--- config.mk ---
export PLATFORM = sky130hd
export DESIGN_NAME = cpu_fetch_unit_flat
export DESIGN_NICKNAME = d
export VERILOG_FILES = /design/src/rtl/cpu_fetch_if.sv /design/src/rtl/cpu_fetch_unit.sv /design/src/flat_wrapper.sv
export SDC_FILE = /design/constraint.sdc
export NUM_CORES = 1
export LEC_CHECK = 0
export CAP_MARGIN = 20
export CORE_ASPECT_RATIO = 0.5
export CORE_UTILIZATION = 60
export CTS_CLUSTER_DIAMETER = 40
export DETAILED_ROUTE_END_ITERATION = 8
export PLACE_DENSITY = 0.9
export SYNTH_ARGS = -nofsm -noshare
export SYNTH_HDL_FRONTEND = slang
export SYNTH_SLANG_ARGS = --single-unit
export TNS_END_PERCENT = 20
--- constraint.sdc ---
create_clock -name clk -period 6.24 [get_ports clk]
set_input_delay 1.56 -clock clk [delete_from_list [all_inputs] [get_ports clk]]
set_output_delay 1.56 -clock clk [all_outputs]
set_load 0.005 [all_outputs]
--- src/rtl/cpu_fetch_if.sv ---
// rtl/cpu_fetch_if.sv - fetch unit bus: imem request/response, decode stream, redirect
interface cpu_fetch_if #(
  parameter int ADDR_W     = 32,
  parameter int INST_W     = 32,
  parameter int FIFO_DEPTH = 4
);
  localparam int CNT_W = $clog2(FIFO_DEPTH) + 1;

  logic              imem_req_valid;
  logic              imem_req_ready;
  logic [ADDR_W-1:0] imem_req_addr;
  logic              imem_rsp_valid;
  logic [INST_W-1:0] imem_rsp_data;
  logic              inst_valid;
  logic              inst_ready;
  logic [INST_W-1:0] inst_data;
  logic [ADDR_W-1:0] inst_pc;
  logic              redirect_valid;
  logic [ADDR_W-1:0] redirect_pc;
  logic [CNT_W-1:0]  outstanding;

  modport slave (
    output imem_req_valid, imem_req_addr, inst_valid, inst_data, inst_pc, outstanding,
    input  imem_req_ready, imem_rsp_valid, imem_rsp_data, inst_ready, redirect_valid, redirect_pc
  );

  modport master (
    input  imem_req_valid, imem_req_addr, inst_valid, inst_data, inst_pc, outstanding,
    output imem_req_ready, imem_rsp_valid, imem_rsp_data, inst_ready, redirect_valid, redirect_pc
  );
endinterface

--- src/rtl/cpu_fetch_unit.sv ---
// rtl/cpu_fetch_unit.sv - credit-limited prefetch engine with PC-tagged instruction FIFO
module cpu_fetch_unit #(
  parameter int                ADDR_W     = 32,
  parameter int                INST_W     = 32,
  parameter int                FIFO_DEPTH = 4,
  parameter logic [ADDR_W-1:0] RESET_PC   = '0,
  parameter int                PC_STEP    = 4
) (
  input logic       clk,
  input logic       rst,
  cpu_fetch_if.slave bus
);
  localparam int PTR_W = $clog2(FIFO_DEPTH);
  localparam int CNT_W = PTR_W + 1;

  logic [ADDR_W-1:0] r_fetch_pc;
  logic [CNT_W-1:0]  r_outstanding;
  logic [CNT_W-1:0]  r_discard;
  logic [CNT_W-1:0]  r_count;
  logic [PTR_W-1:0]  r_wr_ptr;
  logic [PTR_W-1:0]  r_rd_ptr;
  logic [PTR_W-1:0]  r_tag_wr;
  logic [PTR_W-1:0]  r_tag_rd;
  logic [INST_W-1:0] r_fifo_data [FIFO_DEPTH];
  logic [ADDR_W-1:0] r_fifo_pc   [FIFO_DEPTH];
  logic [ADDR_W-1:0] r_tag       [FIFO_DEPTH];

  logic [CNT_W:0]    w_budget;
  logic              w_credit;
  logic              w_req_fire;
  logic              w_rsp;
  logic              w_drop;
  logic              w_push;
  logic              w_pop;
  logic              w_redirect;
  logic [ADDR_W-1:0] w_redirect_pc;

  // Buffered plus in-flight never exceeds depth, so every response has a slot.
  assign w_budget      = {1'b0, r_count} + {1'b0, r_outstanding};
  assign w_credit      = w_budget < (CNT_W+1)'(FIFO_DEPTH);
  assign w_redirect    = bus.redirect_valid;
  assign w_redirect_pc = bus.redirect_pc & ~ADDR_W'(PC_STEP - 1);

  assign bus.imem_req_valid = !rst && !w_redirect && w_credit;
  assign bus.imem_req_addr  = r_fetch_pc;
  assign w_req_fire         = bus.imem_req_valid && bus.imem_req_ready;
  assign w_rsp              = bus.imem_rsp_valid;
  assign w_drop             = w_rsp && (w_redirect || (r_discard != '0));
  assign w_push             = w_rsp && !w_drop;

  assign bus.inst_valid  = (r_count != '0);
  assign bus.inst_data   = bus.inst_valid ? r_fifo_data[r_rd_ptr] : '0;
  assign bus.inst_pc     = bus.inst_valid ? r_fifo_pc[r_rd_ptr] : '0;
  assign bus.outstanding = r_outstanding;
  assign w_pop           = bus.inst_valid && bus.inst_ready && !w_redirect;

  always_ff @(posedge clk or posedge rst) begin
    if (rst) begin
      r_fetch_pc    <= RESET_PC;
      r_outstanding <= '0;
      r_discard     <= '0;
      r_count       <= '0;
      r_wr_ptr      <= '0;
      r_rd_ptr      <= '0;
      r_tag_wr      <= '0;
      r_tag_rd      <= '0;
    end else begin
      r_outstanding <= r_outstanding + CNT_W'(w_req_fire) - CNT_W'(w_rsp);
      if (w_req_fire) begin
        r_fetch_pc <= r_fetch_pc + ADDR_W'(PC_STEP);
        r_tag_wr   <= r_tag_wr + PTR_W'(1);
      end
      // The tag queue tracks every in-flight request, so it survives a flush.
      if (w_rsp) begin
        r_tag_rd <= r_tag_rd + PTR_W'(1);
      end
      if (w_redirect) begin
        r_fetch_pc <= w_redirect_pc;
        r_discard  <= r_outstanding - CNT_W'(w_rsp);
        r_count    <= '0;
        r_wr_ptr   <= '0;
        r_rd_ptr   <= '0;
      end else begin
        if (w_rsp && (r_discard != '0)) begin
          r_discard <= r_discard - CNT_W'(1);
        end
        if (w_push) begin
          r_wr_ptr <= r_wr_ptr + PTR_W'(1);
        end
        if (w_pop) begin
          r_rd_ptr <= r_rd_ptr + PTR_W'(1);
        end
        r_count <= r_count + CNT_W'(w_push) - CNT_W'(w_pop);
      end
    end
  end

  always_ff @(posedge clk) begin
    if (w_req_fire) begin
      r_tag[r_tag_wr] <= r_fetch_pc;
    end
    if (w_push) begin
      r_fifo_data[r_wr_ptr] <= bus.imem_rsp_data;
      r_fifo_pc[r_wr_ptr]   <= r_tag[r_tag_rd];
    end
  end

  assert property (@(posedge clk) disable iff (rst) !(w_rsp && (r_outstanding == '0)));

endmodule

--- src/flat_wrapper.sv ---
// flat-port wrapper written by rule: the top's interface ports become plain ports
module cpu_fetch_unit_flat 
#(
  parameter int                ADDR_W     = 32,
  parameter int                INST_W     = 32,
  parameter int                FIFO_DEPTH = 4,
  parameter logic [ADDR_W-1:0] RESET_PC   = '0,
  parameter int                PC_STEP    = 4
)
  (clk, rst, bus_imem_req_valid, bus_imem_req_addr, bus_inst_valid, bus_inst_data, bus_inst_pc, bus_outstanding, bus_imem_req_ready, bus_imem_rsp_valid, bus_imem_rsp_data, bus_inst_ready, bus_redirect_valid, bus_redirect_pc);
  cpu_fetch_if #(.ADDR_W(ADDR_W), .INST_W(INST_W), .FIFO_DEPTH(FIFO_DEPTH)) bus_i ();
  input logic clk;
  input logic rst;
  output wire logic [$bits(bus_i.imem_req_valid)-1:0] bus_imem_req_valid;
  output wire logic [$bits(bus_i.imem_req_addr)-1:0] bus_imem_req_addr;
  output wire logic [$bits(bus_i.inst_valid)-1:0] bus_inst_valid;
  output wire logic [$bits(bus_i.inst_data)-1:0] bus_inst_data;
  output wire logic [$bits(bus_i.inst_pc)-1:0] bus_inst_pc;
  output wire logic [$bits(bus_i.outstanding)-1:0] bus_outstanding;
  input wire logic [$bits(bus_i.imem_req_ready)-1:0] bus_imem_req_ready;
  input wire logic [$bits(bus_i.imem_rsp_valid)-1:0] bus_imem_rsp_valid;
  input wire logic [$bits(bus_i.imem_rsp_data)-1:0] bus_imem_rsp_data;
  input wire logic [$bits(bus_i.inst_ready)-1:0] bus_inst_ready;
  input wire logic [$bits(bus_i.redirect_valid)-1:0] bus_redirect_valid;
  input wire logic [$bits(bus_i.redirect_pc)-1:0] bus_redirect_pc;
  assign bus_imem_req_valid = bus_i.imem_req_valid;
  assign bus_imem_req_addr = bus_i.imem_req_addr;
  assign bus_inst_valid = bus_i.inst_valid;
  assign bus_inst_data = bus_i.inst_data;
  assign bus_inst_pc = bus_i.inst_pc;
  assign bus_outstanding = bus_i.outstanding;
  assign bus_i.imem_req_ready = bus_imem_req_ready;
  assign bus_i.imem_rsp_valid = bus_imem_rsp_valid;
  assign bus_i.imem_rsp_data = bus_imem_rsp_data;
  assign bus_i.inst_ready = bus_inst_ready;
  assign bus_i.redirect_valid = bus_redirect_valid;
  assign bus_i.redirect_pc = bus_redirect_pc;
  cpu_fetch_unit #(.ADDR_W(ADDR_W), .INST_W(INST_W), .FIFO_DEPTH(FIFO_DEPTH), .RESET_PC(RESET_PC), .PC_STEP(PC_STEP)) u_core (.clk(clk), .rst(rst), .bus(bus_i));
endmodule
==> results of run 1 <==
[per-layer routing]
metal | up-vias | part of all wire | GRT usage
li1 | 3803 | - | -
met1 | 4750 | 0.38 | 0.3554
met2 | 548 | 0.50 | 0.4599
met3 | 135 | 0.070 | 0.03848
met4 | 0 | 0.046 | 0.1173
met5 | - | 0 | 0
[cell usage in the layout, fill, tap and decap left out, types with 2 or more instances in the layout]
cell / count
nand2_1: 49
inv_1: 19
nand3_1: 22
clkbuf_16: 37
nor3_1: 6
a311o_1: 2
a22oi_1: 2
nand4_1: 8
ha_1: 19
dfrtp_1: 44
and2_4: 4
a21oi_1: 3
xor2_1: 6
a31oi_1: 4
or4_1: 2
clkinv_2: 7
and2_1: 69
clkbuf_8: 2
o311ai_0: 5
xnor2_1: 7
a211o_1: 2
edfxtp_1: 368
a31o_2: 3
clkinv_1: 7
o21ai_0: 16
bufinv_16: 2
clkdlybuf4s50_1: 164
dfrtp_2: 2
mux2i_1: 4
buf_4: 10
fa_1: 2
buf_12: 3
and3_1: 7
o211ai_1: 12
nor2_1: 25
conb_1: 4
and4_1: 2
mux4_2: 92
clkbuf_1: 6
o311ai_1: 3
[cell families after synthesis]
kind of cell / count (synthesis) / share of synthesized area
flops: 415 / 0.7386
buf+inv: 66 / 0.01685
other cells: 1 / 0.0002265
compound gates: 58 / 0.02464
xor+xnor: 13 / 0.006878
simple gates: 208 / 0.06848
fa+ha+maj: 21 / 0.01678
mux: 96 / 0.1276
[synthesized netlist by cell type (all sizes together)]
library cell  instances  area [µm²]
conb                  1       3.750
nor2                 25       93.84
or3                   2       12.51
and2                 74       463.0
fa                    2       40.04
mux2i                 4       40.04
clkbuf               26       97.59
a31oi                 4       25.02
and4                  2       17.52
a22oi                 2       15.01
nand4                10       83.83
a311o                 2       20.02
buf                  20       106.4
nor3                  6       30.03
o21ai                17       85.08
a21oi                 3       15.01
nor3b                 1       7.510
and3                  7       43.79
nand2                50       190.2
nor4                  2       27.53
xor2                  6       52.55
nor4b                 1       8.760
o211ai               12       90.09
inv                  20       75.07
mux4                 92        2072
dfrtp                47        1176
or4                   2       15.01
a211o                 2       17.52
nand3                23       120.1
nor2b                 1       6.260
a21boi                1       7.510
a221o                 1       10.01
o211a                 1       10.01
o31ai                 1       7.510
o311ai                8       70.07
edfxtp              368       11050
nand2b                1       6.260
a32oi                 1       8.760
a31o                  3       26.28
xnor2                 7       61.31
ha                   19       237.7
nand3b                1       7.510
[critical path, stage by stage (launching register included)]
cell and delay, ps:
dfrtp_4 1000, buf_4 400, mux4_2 530, and2_1 180, clkdlybuf4s50_1 460
[where the power goes]
part | total, mW | internal (mW) | leakage (nW) | switching, mW
Clock | 2.16 | 1.20 | 0.549 | 0.966
Combinational | 1.95 | 1.10 | 2.11 | 0.853
Sequential | 3.63 | 3.35 | 3.89 | 0.286
Total | 7.75 | 5.65 | 6.56 | 2.11
[worst max path at each step]
stage | from | to | slack, ps | cells past startpoint
floorplan | bus_redirect_valid | u_core.r_fifo_data[0][0]$_DFFE_PP_ | 2360 | 3
global placement | bus_redirect_valid | u_core.r_tag[2][7]$_DFFE_PP_ | 1460 | 7
detailed placement | bus_redirect_valid | u_core.r_tag[2][4]$_DFFE_PP_ | 1360 | 7
CTS | u_core.r_rd_ptr[0]$_DFFE_PP0P_ | bus_inst_pc[13] | 1430 | 4
global route | u_core.r_rd_ptr[0]$_DFFE_PP0P_ | bus_inst_data[16] | 1320 | 4
finish | u_core.r_rd_ptr[0]$_DFFE_PP0P_ | bus_inst_data[30] | 1500 | 4
[registers in the layout, indices dropped and copies added (netlist names)]
| name | cells |
|---|---|
| u_core.r_fifo_data | 128 |
| u_core.r_fifo_pc | 120 |
| u_core.r_tag | 120 |
| u_core.bus.imem_req_addr | 30 |
| u_core.bus.outstanding | 3 |
| u_core.r_count | 3 |
| u_core.r_discard | 3 |
| u_core.r_rd_ptr | 2 |
| u_core.r_tag_rd | 2 |
| u_core.r_tag_wr | 2 |
| u_core.r_wr_ptr | 2 |
[through the flow]
stage / util / setup slack, ps / cells / power, mW
2_1_floorplan: - / 2364 / 881 / 4.686
3_3_place_gp: 0.6930 / 1459 / 1361 / 5.477
3_5_place_dp: 0.6938 / 1355 / 1362 / 5.609
4_1_cts: 0.7354 / 1425 / 1425 / 7.768
5_1_grt: 0.7369 / 1321 / 1427 / 8.015
6_report: 0.7369 / 1503 / 1427 / 7.751
[area by class of cell]
cell class	instances	area, µm²
sequential	415	12230
fill	1449	7038
multi-input combinational	400	4071
timing repair buffer	177	1777
clock buffer	45	975.9
tap	352	440.4
clock inverter	18	137.6
inverter	20	75.07
==> run_results.csv, run 1 <==
group,metric,value,unit
outcome,outcome,"finished clean",
worst_hold_path,hold_end,"u_core.r_discard[1]$_DFFE_PP0P_",
timing,tightestPinTransition,1046,ps
flow_run,drv_cap,0,
timing,post-route-period-util,0.7592,
floorplanning,num_rows,42,
critical_path,cp_data_required_time,4680,ps
floorplanning,die_w,236.9,µm
clock_network,tritoncts,"yes",
grt,grt_overflow,0,
grt,grt_pass1_wl,56450,µm
yosys,yosysSeqAreaShare,0.7386,
floorplanning,die-area,28300,µm²
cells_and_area,antenna_cells,0,
drt,via_count,9236,
critical_path,critPathArrivalTime,3180,ps
drt,vias_per_cell,6.472,
worst_hold_path,whs_path_depth,2,
drt,finalWirelength,37890,µm
clock_network,root_buffer,"clkbuf_16",
power,p_leak,6.557,nW
critical_path,r2r-start,"u_core.bus.outstanding[2]$_DFF_PP0_",
timing,hold_slack,573.2,ps
floorplanning,core_region_area,26750,µm²
critical_path,cp-end-kind,"output port",
drt,wl_per_cell,26.55,µm
clock_network,cts.hold.buffers_added,0,
grt,gr-usage-all-layers,0.2706,
clock_network,cts_buffer_depth,3,
power,power_density,393.3,nW/µm²
yosys,yosysWarnings,0,
drt,drtAntennaViolNets,0,
placed_design,io_buffers,164,
clock_network,htreeDepth,2,
grt,grt_pass1_vias,9417,
drt,first_iter_violations,966,
grt,antenna_found_initial,0,
timing,fmax,0.2111,GHz
timing,report.final.hold_viol_count,0,
placed_design,hpwl,21350,µm
clock_network,clk_latency,520,ps
cells_and_area,drive_above_1_share,0.1600,
power,ir_drop,232.6,µV
critical_path,critPathKind,"flop to output port",
timing,period_needed,4737,ps
clock_network,cts.sinks,415,
cells_and_area,finalInstanceArea,19710,µm²
critical_path,path_max_fanout,44,
drt,drtPass1Iterations,5,
clock_network,cts_buffers,37,
critical_path,start_kind,"flop",
yosys,synth_area_per_cell,18.85,µm²
timing,finalSetupTns,0,ps
placed_design,place_area,18560,µm²
yosys,synth_area,16550,µm²
cells_and_area,finalNetCount,1142,
timing,rsz0062_at_grt,"false",
yosys,yosysUniqueCellTypes,52,
placed_design,globalplace.congestion,0.8233,
drt,drc,0,
yosys,syn_inst,878,
floorplanning,fp.dieH,119.5,µm
clock_network,clk_pin_slew,70,ps
yosys,ys_ff_latch,415,
critical_path,reg2reg_to,"u_core.r_tag[2][5]$_DFFE_PP_",
worst_hold_path,hold_class,"flop to flop",
grt,grt_max_degree,63,
timing,setup_viol,0,
critical_path,reg2reg_depth,7,
floorplanning,ioPinCount,171,
worst_hold_path,hold_path.startpoint,"u_core.r_discard[1]$_DFFE_PP0P_",
timing,slew_violations,0,
timing,fin_skew,20.84,ps
critical_path,r2r_setup_slack,2540,ps
timing,max_slew_margin,0.3028,
clock_network,post_cts_buffers,0,
cells_and_area,syn_to_final_growth,19.06,%
floorplanning,initial_core_util,0.6189,
clock_network,post_cts_resized,0,
No activity file was read; power rests on OpenSTA's default activity.
==> run 2, diff against run 1 <==
--- a/config.mk
+++ b/config.mk
@@ -7,10 +7,10 @@
 export LEC_CHECK = 0
 export CAP_MARGIN = 20
 export CORE_ASPECT_RATIO = 0.5
-export CORE_UTILIZATION = 60
+export CORE_UTILIZATION = 57
 export CTS_CLUSTER_DIAMETER = 40
 export DETAILED_ROUTE_END_ITERATION = 8
-export PLACE_DENSITY = 0.9
+export PLACE_DENSITY = 0.86
 export SYNTH_ARGS = -nofsm -noshare
 export SYNTH_HDL_FRONTEND = slang
 export SYNTH_SLANG_ARGS = --single-unit
==> constraint.sdc (replaced) <==
create_clock -name clk -period 4.4 [get_ports clk]
set_input_delay 1.1 -clock clk [delete_from_list [all_inputs] [get_ports clk]]
set_output_delay 1.1 -clock clk [all_outputs]
set_load 0.005 [all_outputs]
==> run_results.csv, run 2 (synthesis results as in run 1) <==
group,metric,value,unit
timing,post-route-period-util,0.8917,
clock_network,post_cts_buffers,0,
critical_path,path_buf_inv,2,
drt,finalWirelength,35200,µm
critical_path,cp_data_required_time,3300,ps
critical_path,cp_top_family,"buffers and inverters",
cells_and_area,fill_cells,1624,
clock_network,root_buffer,"clkbuf_16",
floorplanning,die-area,29770,µm²
drt,first_iter_violations,791,
drt,drtPass1Iterations,5,
timing,slew_violations,0,
timing,fmax,0.2549,GHz
grt,antenna_found_initial,0,
grt,grt_max_degree,63,
floorplanning,die_w,243.0,µm
placed_design,dpl_worst_slack,731.2,ps
critical_path,critPathArrivalTime,2820,ps
outcome,outcome,"finished clean",
drt,drtAntennaViolNets,0,
cells_and_area,fin_cells,1469,
power,power.total,11.12,mW
clock_network,clk_latency,530,ps
power,p_leak,6.651,nW
cells_and_area,finalNetCount,1150,
critical_path,critPathKind,"flop to output port",
floorplanning,num_rows,43,
clock_network,cts.sinks,415,
grt,gr-usage-all-layers,0.2399,
grt,grt_pass1_vias,9343,
drt,drc,0,
clock_network,cts.hold.buffers_added,0,
cells_and_area,largest-register,"u_core.r_fifo_data",
cells_and_area,antenna_cells,0,
timing,finalSetupTns,0,ps
cells_and_area,syn_to_final_growth,20.60,%
grt,grt_overflow,0,
timing,period_needed,3924,ps
clock_network,post_cts_resized,0,
clock_network,clk_pin_slew,60,ps
placed_design,place_area,18710,µm²
grt,grt_pass1_wl,53400,µm
placed_design,dp.cells,1400,
cells_and_area,most-common-layout-cells,"edfxtp_1 (368), clkdlybuf4s50_1 (164), mux4_2 (92), and2_1 (69), nand2_1 (49)",
timing,rsz0062_at_grt,"false",
clock_network,htreeDepth,2,
timing,setup_viol,0,
timing,hold_slack,491.1,ps
cells_and_area,fin_util,0.7095,
power,power_density,557.0,nW/µm²
floorplanning,core_region_area,28140,µm²
critical_path,cp-end-kind,"output port",
cells_and_area,largest_reg_flops,128,
critical_path,critPathMaxStageDelay,710,ps
timing,fin_skew,21.47,ps
clock_network,cts_buffers,37,
cells_and_area,finalInstanceArea,19970,µm²
drt,wl_per_cell,23.96,µm
clock_network,cts_buffer_depth,3,
floorplanning,initial_core_util,0.5883,
timing,fin_ws,476.4,ps
critical_path,path_max_fanout,31,
timing,tightestPinTransition,708.1,ps
flow_run,drv_cap,0,
clock_network,tritoncts,"yes",
critical_path,worstPathCellList,"buf_12, mux4_2, and2_1, clkdlybuf4s50_1",
drt,via_count,8943,
placed_design,io_buffers,164,
cells_and_area,multi_input_comb_area,4068,µm²
placed_design,hpwl,21140,µm
power,ir_drop,265.9,µV
critical_path,start_kind,"flop",
cells_and_area,final_common_cell,"edfxtp_1",
cells_and_area,drive_above_1_share,0.1693,
worst_hold_path,hold_class,"flop to flop",
cells_and_area,seqCellArea,12230,µm²
placed_design,globalplace.congestion,0.8556,
floorplanning,fp.dieH,122.5,µm
timing,report.final.hold_viol_count,0,
critical_path,crit_slowest_cell,"dfrtp_4",
floorplanning,ioPinCount,171,
drt,vias_per_cell,6.088,
cells_and_area,largestRegisters,"u_core.r_fifo_data: 128 flops, u_core.r_fifo_pc: 120 flops, u_core.r_tag: 120 flops",
timing,max_slew_margin,0.5262,
## run 2: changes by cell type in the layout (fill, tap and decap cells not counted), sizes merged
cell      change
clkbuf        +9
clkinvlp      +1
buf           +8
clkinv        -6
## run 2: power by group
| group | leakage [nW] | switching, mW | internal (mW) |
|---|---|---|---|
| Sequential | 3.89 | 0.300 | 4.75 |
| Combinational | 2.17 | 1.27 | 1.57 |
| Clock | 0.590 | 1.40 | 1.84 |
## run 2: routing by layer
layer / vias up / share of wire / track usage
li1: 3823 / - / -
met1: 4622 / 0.41 / 0.3256
met2: 426 / 0.51 / 0.4096
met3: 72 / 0.062 / 0.03739
met4: 0 / 0.022 / 0.07272
met5: - / 0 / 0
## run 2: layout make-up
class | count | share of cell area
multi-input combinational | 400 | 0.2037
tap | 382 | 0.02394
clock buffer | 54 | 0.05421
clock inverter | 13 | 0.006580
inverter | 20 | 0.003760
timing repair buffer | 185 | 0.09507
sequential | 415 | 0.6127
## run 2: path summary, 6_finish.rpt
| path | start | endpoint | slack [ps] | depth (start not counted) |
|---|---|---|---|---|
| max | u_core.r_rd_ptr[0]$_DFFE_PP0P_ | bus_inst_pc[8] | 480 | 4 |
| min | u_core.r_tag_rd[1]$_DFFE_PP0P_ | u_core.r_tag_rd[1]$_DFFE_PP0P_ | 490 | 1 |
| max reg2reg | u_core.r_count[1]$_DFF_PP0_ | u_core.r_count[2]$_DFF_PP0_ | 1340 | 11 |
| min reg2reg | u_core.r_tag_rd[1]$_DFFE_PP0P_ | u_core.r_tag_rd[1]$_DFFE_PP0P_ | 490 | 1 |
| max in group asynchronous | rst | u_core.r_rd_ptr[0]$_DFFE_PP0P_ | 2790 | 4 |
| min in group asynchronous | rst | u_core.r_discard[2]$_DFFE_PP0P_ | 850 | 2 |
==> run 3, diff against run 2 <==
--- a/config.mk
+++ b/config.mk
@@ -9,6 +9,7 @@
 export CORE_ASPECT_RATIO = 0.5
 export CORE_UTILIZATION = 57
 export CTS_CLUSTER_DIAMETER = 40
+export CTS_CLUSTER_SIZE = 16
 export DETAILED_ROUTE_END_ITERATION = 8
 export PLACE_DENSITY = 0.86
 export SYNTH_ARGS = -nofsm -noshare
==> run_results.csv, run 3 (synthesis results as in run 1) <==
group,metric,value,unit
outcome,outcome,"finished clean",
cells_and_area,fin_util,0.7045,
clock_network,cts.sinks,415,
drt,drc,0,
flow_run,drv_cap,0,
floorplanning,die-area,29770,µm²
critical_path,r2r-start,"u_core.r_count[1]$_DFF_PP0_",
timing,report.final.hold_viol_count,0,
grt,gr-usage-all-layers,0.2439,
timing,fmax,0.2522,GHz
cells_and_area,antenna_cells,0,
power,ir_drop,273.2,µV
critical_path,path_buf_inv,2,
timing,period_needed,3965,ps
clock_network,clk_pin_slew,70,ps
critical_path,path_max_fanout,31,
power,seqPwrFrac,0.464,
placed_design,dpl_worst_slack,731.2,ps
clock_network,post_cts_buffers,0,
placed_design,io_buffers,164,
critical_path,critPathMaxStageDelay,740,ps
critical_path,worstPathCellList,"buf_12, mux4_2, and2_1, clkdlybuf4s50_1",
floorplanning,fp.dieH,122.5,µm
timing,max_slew_margin,0.5118,
drt,via_count,8926,
timing,tightestPinTransition,729.6,ps
power,netSwitchingFraction,0.2736,
floorplanning,core_region_area,28140,µm²
power,internal_power,7.904,mW
clock_network,root_buffer,"clkbuf_16",
timing,fin_skew,18.62,ps
worst_hold_path,hold_class,"flop to flop",
timing,slew_violations,0,
critical_path,critPathKind,"flop to output port",
grt,grt_pass1_vias,9227,
grt,grt_overflow,0,
placed_design,globalplace.congestion,0.8556,
timing,finalSetupTns,0,ps
critical_path,r2r_setup_slack,1340,ps
cells_and_area,syn_to_final_growth,19.74,%
grt,grt_pass1_wl,53760,µm
timing,setup_viol,0,
worst_hold_path,hold_path.startpoint,"u_core.r_tag_rd[1]$_DFFE_PP0P_",
power,p_leak,6.580,nW
cells_and_area,drive_above_1_share,0.1628,
power,power_density,549.0,nW/µm²
drt,wl_per_cell,24.43,µm
critical_path,endpoint,"bus_inst_pc[8]",
power,switchingPower,2.978,mW
floorplanning,num_rows,43,
placed_design,hpwl,21140,µm
floorplanning,die_w,243.0,µm
cells_and_area,finalNetCount,1148,
drt,drtAntennaViolNets,0,
drt,vias_per_cell,6.101,
power,comb_power_share,0.261,
grt,grt_max_degree,63,
grt,antenna_found_initial,0,
clock_network,htreeDepth,2,
critical_path,cp-end-kind,"output port",
critical_path,cp_top_family,"buffers and inverters",
cells_and_area,largest-register,"u_core.r_fifo_data",
timing,fin_ws,434.9,ps
clock_network,cts.hold.buffers_added,0,
critical_path,worst-path-stages,4,
cells_and_area,largestRegisters,"u_core.r_fifo_data: 128 flops, u_core.r_fifo_pc: 120 flops, u_core.r_tag: 120 flops",
drt,finalWirelength,35740,µm
timing,post-route-period-util,0.9012,
cells_and_area,largest_reg_flops,128,
clock_network,post_cts_resized,0,
critical_path,crit_slowest_cell,"dfrtp_4",
power,p_clk_frac,0.275,
cells_and_area,fill_cells,1637,
critical_path,critPathArrivalTime,2870,ps
timing,rsz0062_at_grt,"false",
drt,first_iter_violations,863,
cells_and_area,fin_cells,1463,
critical_path,reg2reg_to,"u_core.r_count[2]$_DFF_PP0_",
clock_network,cts_buffer_depth,3,
critical_path,start_kind,"flop",
critical_path,startpoint,"u_core.r_rd_ptr[0]$_DFFE_PP0P_",
placed_design,dp.cells,1400,
clock_network,clk_latency,520,ps
power,power.total,10.88,mW
cells_and_area,final_common_cell,"edfxtp_1",
cells_and_area,most-common-layout-cells,"edfxtp_1 (368), clkdlybuf4s50_1 (164), mux4_2 (92), and2_1 (69), nand2_1 (49)",
critical_path,cp_data_required_time,3300,ps
drt,drtPass1Iterations,5,
clock_network,cts_buffers,35,
floorplanning,ioPinCount,171,
critical_path,reg2reg_depth,11,
clock_network,tritoncts,"yes",
floorplanning,initial_core_util,0.5883,
run 3: changes by cell type in the layout (fill, tap and decap cells not counted), sizes merged:
cell,delta
bufinv,-2
clkbuf,-3
clkinv,-2
inv,+2
clkinvlp,-1
run 3: power by group through the flow:
stage | Sequential [mW] | Combinational, mW | Clock [mW]
after floorplan | 4.96 | 1.68 | 0
after global placement | 5.10 | 2.71 | 0
after detailed placement | 5.13 | 2.84 | 0
after CTS | 5.05 | 2.87 | 3.02
after global routing | 5.09 | 3.05 | 3.19
final | 5.05 | 2.84 | 2.99
run 3: worst min path at each step:
stage / end / slack (ps) / depth (start not counted)
floorplan: u_core.r_discard[1]$_DFFE_PP0P_ / 520 / 2
global placement: u_core.r_tag_rd[1]$_DFFE_PP0P_ / 460 / 1
detailed placement: u_core.r_tag_rd[1]$_DFFE_PP0P_ / 460 / 1
CTS: u_core.r_tag_rd[1]$_DFFE_PP0P_ / 480 / 1
global route: u_core.r_tag_rd[1]$_DFFE_PP0P_ / 500 / 1
finish: u_core.r_tag_rd[1]$_DFFE_PP0P_ / 470 / 1
run 3: metal layers:
metal	part of all wire	track usage	wire length [µm]	up-vias
met2	0.50	0.4102	17960	442
met3	0.076	0.05270	2725	61
li1	-	-	-	3813
met1	0.40	0.3284	14350	4610
met4	0.019	0.06800	691	0
met5	0	0	0	-
run 3: layout make-up:
class	instances	area, µm²	area share
Inverter	20	75.07	0.003787
Multi-Input combinational cell	400	4068	0.2052
Clock buffer	51	988.4	0.04986
Clock inverter	10	82.58	0.004166
Timing Repair Buffer	185	1898	0.09575
Tap cell	382	478.0	0.02411
Sequential cell	415	12230	0.6171
run 3: metrics by stage:
stage          hold slack [ps]  cell area, µm²
4_1_cts                  477.4           19780
6_report                 471.0           19820
3_5_place_dp             464.7           18710
5_1_grt                  503.9           19820
3_3_place_gp             462.3           18690
2_1_floorplan            524.6           16570
==> edit 1, RTL diff (flow settings as in run 2) <==
`ADDR_W` is set to 32 in 3 places; all go to 16.
--- a/src/rtl/cpu_fetch_if.sv
+++ b/src/rtl/cpu_fetch_if.sv
@@ -2,3 +2,3 @@
 interface cpu_fetch_if #(
-  parameter int ADDR_W     = 32,
+  parameter int ADDR_W     = 16,
   parameter int INST_W     = 32,
--- a/src/rtl/cpu_fetch_unit.sv
+++ b/src/rtl/cpu_fetch_unit.sv
@@ -2,3 +2,3 @@
 module cpu_fetch_unit #(
-  parameter int                ADDR_W     = 32,
+  parameter int                ADDR_W     = 16,
   parameter int                INST_W     = 32,
--- a/src/flat_wrapper.sv
+++ b/src/flat_wrapper.sv
@@ -3,3 +3,3 @@
 #(
-  parameter int                ADDR_W     = 32,
+  parameter int                ADDR_W     = 16,
   parameter int                INST_W     = 32,
Interface: changed (resized bus_imem_req_addr, bus_inst_pc and bus_redirect_pc); port bits go from 171 to 123. No check against the original RTL was run, so the function may have changed too.
==> edit 1 against run 2 <==
Register-to-register slack better by 0.29 ns. Die area is 34% lower. Non-clock buffer count is 51 lower. Via count is 39% lower. Clock power is 43% lower. Cell area is 34% lower. Setup slack worse by 0.0037 ns. Critical path depth stayed put. Wire length is 44% lower. Sequential cell count is 144 lower. Total power is 36% lower. Synthesized area is 34% lower. Combinational power is 32% lower. Critical path type is now in -> out. Largest power group unchanged. Highest routed layer unchanged.
==> edit 1: results (changes against run 2) <==
Worst setup path
  – End of the critical path: bus_imem_req_valid (was bus_inst_pc[8])
  – Crit path launch: bus_redirect_valid (was u_core.r_rd_ptr[0]$_DFFE_PP0P_)
  – R2R depth: 8 (was 11)
  – Slowest stage delay, CP: 0.57 ns (was 0.71 ns)
  – Slowest cell on crit path: or4_4 (was dfrtp_4)
  – Worst R2R Start: u_core.bus.outstanding[1]$_DFF_PP0_ (was u_core.r_count[1]$_DFF_PP0_)
  – R2r endpoint: u_core.bus.outstanding[1]$_DFF_PP0_ (was u_core.r_count[2]$_DFF_PP0_)
  – Reg2reg setup slack: 1.63 ns (was 1.34 ns)
  – CP max FO: 4 (was 31)

STA
  – Skew final: 0.02357 ns (was 0.02147 ns)
  – Slew @ Worst Pin: 0.9436 ns (was 0.7081 ns)

Routing
  – Via/cell ratio: 5.604 (was 6.088)
  – Wirelength, routed: 19,780 um (was 35,200 um)
  – Initial DRC count: 342 (was 791)
  – Routed length per instance: 20.29 um (was 23.96 um)
  – Drt pass-1 iters: 4 (was 5)

Cells and area
  – Synthesis-to-layout area growth: 20.20% (was 20.60%)
  – Layout fillers: 1,184 (was 1,624)
  – Nets: 775 (was 1,150)
  – Largest regs: u_core.r_fifo_data (128), u_core.r_fifo_pc (56), u_core.r_tag (56) (was u_core.r_fifo_data (128), u_core.r_fifo_pc (120), u_core.r_tag (120))

CTS
  – CTS buffer count: 23 (was 37)
  – Worst skew pair latency: 0.51 ns (was 0.53 ns)
  – H-tree depth: 1 (was 2)

Place
  – Gp weighted congestion: 0.7937 (was 0.8556)

Global routing
  – Met3 usage: 3.058% (was 3.739%)
  – Met1 Usage GRT: 29.29% (was 32.56%)
  – First-pass GRT wire length: 31,270 um (was 53,400 um)
  – Vias in the first global route: 5,850 (was 9,343)
  – Met2 usage: 35.73% (was 40.96%)

Synthesis
  – Number of synthesized flops with an enable pin: 240 (was 368)
  – Async S/R FF share, synth: 11.44% (was 11.33%)
  – Synth Area in Compound Gates: 2.219% (was 2.464%)
  – Mux share of post-synthesis cell area: 12.73% (was 12.76%)

Run status
  – Status: complete, no violations (unchanged)
[edit 1: power by group]
group | leakage (nW) | internal (mW) | switching (mW)
Clock | 0.336 | 1.01 | 0.853
Sequential | 2.54 | 3.07 | 0.260
Combinational | 1.53 | 1.14 | 0.777
[edit 1: cells by family after synthesis]
kind of cell,Yosys count
AO/OA/AOI/OAI,31
XOR/XNOR,13
adder cells (fa/ha/maj),21
buffers and inverters,50
flip-flops,271
multiplexers,64
other,1
AND/OR/NAND/NOR,115
[edit 1: worst min path at each step]
| stage | endpoint | depth (start not counted) | slack, ns | start |
|---|---|---|---|---|
| 4_1_cts | u_core.r_discard[2]$_DFFE_PP0P_ | 2 | 0.61 | u_core.r_discard[2]$_DFFE_PP0P_ |
| 3_5_place_dp | u_core.r_discard[2]$_DFFE_PP0P_ | 2 | 0.59 | u_core.r_discard[2]$_DFFE_PP0P_ |
| 5_1_grt | u_core.r_tag[0][15]$_DFFE_PP_ | 0 | 0.65 | u_core.bus.imem_req_addr[15]$_DFFE_PP0P_ |
| 2_1_floorplan | u_core.r_tag[0][15]$_DFFE_PP_ | 0 | 0.53 | u_core.bus.imem_req_addr[15]$_DFFE_PP0P_ |
| 3_3_place_gp | u_core.r_wr_ptr[1]$_DFFE_PP0P_ | 2 | 0.57 | u_core.r_wr_ptr[1]$_DFFE_PP0P_ |
| 6_report | u_core.r_tag[0][15]$_DFFE_PP_ | 0 | 0.61 | u_core.bus.imem_req_addr[15]$_DFFE_PP0P_ |
[edit 1: stage by stage]
stage / hold WS, ns / setup WS (ns)
after detailed placement: 0.5880 / 0.4663
final: 0.6057 / 0.4727
after global placement: 0.5656 / 0.4711
after floorplan: 0.5322 / 1.152
after global routing: 0.6488 / 0.3733
after CTS: 0.6095 / 0.4465
[edit 1: layout make-up]
cell class / instances / share of cell area [%]
Timing Repair Buffer: 134 / 10.05
Sequential cell: 271 / 60.75
Tap cell: 259 / 2.465
Multi-Input combinational cell: 248 / 20.87
Clock buffer: 32 / 4.787
Clock inverter: 9 / 0.4092
Inverter: 22 / 0.6662
[edit 1: per-layer routing]
layer  vias to the layer above  share of wire, %
li1                       2487                 -
met1                      2835                44
met2                       121                50
met3                        21               4.1
met4                         0               1.2
met5                         -                 0
[edit 1: worst max-delay path, delay by kind of cell]
family / cells / cell delay [ns]
simple gates: 2 / 0.77
buf+inv: 2 / 0.95
==> edit 2, RTL diff (config.mk and constraints of run 2) <==
Without the edit above. Reset style: synchronous (`rst`), changed in one clocked block.
--- a/src/rtl/cpu_fetch_unit.sv
+++ b/src/rtl/cpu_fetch_unit.sv
@@ -56,3 +56,3 @@
 
-  always_ff @(posedge clk or posedge rst) begin
+  always_ff @(posedge clk) begin
     if (rst) begin
Behaviour: differs if rst is asserted again (counterexample within 4 cycles, from zero or initial values and one cycle with rst high); with rst held inactive, the same outputs for 4 cycles.
==> edit 2 against run 2 <==
Count of clock-buffer cells in the layout fell by 11. Sequential cell count grew 4. Cell area down 0.53%. Wire length increased by 4.3%. Highest routed layer unchanged. Non-clock buffer count fell by 4. Sequential share of layout area is 0.43 points lower. Synthesized cell count grew 3.0%. Synthesized area is 0.34% lower. Critical path depth unchanged. Setup slack better by 0.090 ns.
Power is not compared: it rests on default switching activity, and its combinational part moved more than twofold at a synthesized area within 25%.
==> edit 2: results (changes against run 2) <==
Worst setup path
  – CP max FO: 9 (was 31)
  – Crit path DAT: 2.73 ns (was 2.82 ns)

Place
  – HPWL Detailed: 21,280 um (was 21,140 um)
  – Gp weighted congestion: 0.7859 (was 0.8556)
  – Port bufs: 164 (unchanged)
  – Area post-placement: 18,710 sq um (about the same)

CTS
  – Setup bufs post-CTS: 0 (unchanged)
  – Root buffer cell: clkbuf_16 (unchanged)
  – CTS buffer count: 37 (unchanged)

Synthesis
  – Post-Synth XOR/XNOR Area: 0.7963% (was 0.6878%)
  – Synth cell count leaders: edfxtp_1 (368), mux4_2 (92), nor2b_1 (68) (was edfxtp_1 (368), mux4_2 (92), and2_1 (73))
  – Synth Area in Compound Gates: 2.829% (was 2.464%)
  – Synth warn: 0 (unchanged)
  – Async S/R FF share, synth: 0% (was 11.33%)
  – Register area share after synthesis: 73.17% (was 73.86%)
  – Number of synthesized flops with an enable pin: 368 (unchanged)
  – Synth top area cells: edfxtp_1 (67%), mux4_2 (13%), dfxtp_1 (6.2%), nor2b_1 (2.6%), ha_1 (1.4%) (was edfxtp_1 (67%), mux4_2 (13%), dfrtp_1 (7.1%), and2_1 (2.8%), ha_1 (1.4%))
  – Distinct cell type count of the synthesized netlist: 55 (was 52)
  – Post-synthesis adder-cell area fraction: 1.684% (was 1.678%)
  – Mux share of post-synthesis cell area: 12.88% (was 12.76%)

Global routing
  – Met2 usage: 44.47% (was 40.96%)
  – Met1 Usage GRT: 32.42% (was 32.56%)
  – First-pass GRT wire length: 55,500 um (was 53,400 um)
  – Met3 usage: 4.527% (was 3.739%)
  – GRT Total Usage: 25.20% (was 23.99%)
  – Vias in the first global route: 9,404 (was 9,343)
  – Pin count of the biggest net entering global routing: 65 (was 63)

Pwr
  – Leakage power: 6.277 nW
  – Peak supply drop: 0.2587 mV

Run status
  – Status: complete, no violations (unchanged)

Routing
  – Initial DRC count: 941 (was 791)
  – Drt pass-1 iters: 7 (was 5)
  – Routed length per instance: 24.75 um (was 23.96 um)
  – Via/cell ratio: 6.118 (was 6.088)

Cells and area
  – Layout cell share with drive strength beyond 1: 15.99% (was 16.93%)
  – Number of antenna repair diodes: 0 (unchanged)
  – Nets: 1,170 (was 1,150)
  – Largest regs: u_core.r_fifo_data (128), u_core.r_fifo_pc (120), u_core.r_tag (120) (unchanged)

STA
  – Slew @ Worst Pin: 0.8691 ns (was 0.7081 ns)
  – Skew final: 0.02640 ns (was 0.02147 ns)

Hold path
  – Hold Crit Class: reg -> reg (unchanged)
[edit 2: stage by stage]
| stage | setup slack [ns] | cells | util [%] | hold WS [ns] | power (mW) |
|---|---|---|---|---|---|
| finish | 0.5664 | 1483 | 70.71 | 0.5147 | 8.425 |
| global route | 0.5185 | 1483 | 70.71 | 0.5208 | 8.644 |
| CTS | 0.5501 | 1483 | 70.71 | 0.5095 | 8.449 |
| detailed placement | 0.5504 | 1422 | 66.61 | 0.4970 | 5.299 |
| global placement | 0.5466 | 1422 | 66.61 | 0.4774 | 5.256 |
| floorplan | 0.8365 | 907 | - | 0.4692 | 4.964 |
[edit 2: final timing paths]
| kind | start | end | slack, ns | depth (start not counted) |
|---|---|---|---|---|
| setup / recovery | rst | bus_imem_req_valid | 0.57 | 4 |
| hold / removal | u_core.r_tag_wr[1]$_SDFFE_PP0P_ | u_core.r_tag_wr[1]$_SDFFE_PP0P_ | 0.51 | 2 |
| setup reg to reg | u_core.bus.outstanding[2]$_SDFF_PP0_ | u_core.bus.imem_req_addr[18]$_SDFFE_PP0P_ | 1.54 | 6 |
| hold reg to reg | u_core.r_tag_wr[1]$_SDFFE_PP0P_ | u_core.r_tag_wr[1]$_SDFFE_PP0P_ | 0.51 | 2 |
[edit 2: cells by family after synthesis]
family          count (synthesis)
mux                            97
compound gates                 77
fa+ha+maj                      21
other cells                     1
flops                         419
xor+xnor                       15
simple gates                  199
buf+inv                        75
[edit 2: cell type report]
type | count | area (sq um)
clock buffers | 43 | 948.4
flip-flops and latches | 419 | 12080
clock inverters | 18 | 203.9
fillers | 1683 | 8225
inverters | 27 | 101.3
repair buffers | 181 | 1902
well taps | 382 | 478.0
multi-input cells | 413 | 4144
[edit 2: per-layer routing]
| metal | up-vias | part of all wire [%] |
|---|---|---|
| li1 | 3881 | - |
| met4 | 0 | 2.6 |
| met2 | 473 | 52 |
| met3 | 77 | 7.3 |
| met5 | - | 0 |
| met1 | 4642 | 38 |
[edit 2: critical path: stages]
cell             delay, ns
clkdlybuf4s50_1       0.47
or2_2                 0.38
nor3_1                0.23
clkdlybuf4s50_1       0.55
[edit 2: power breakdown]
part           internal, mW  switching, mW  leakage (nW)
registers              4.47          0.102          3.77
logic                 0.341          0.314          1.95
clock network          1.79           1.42         0.558
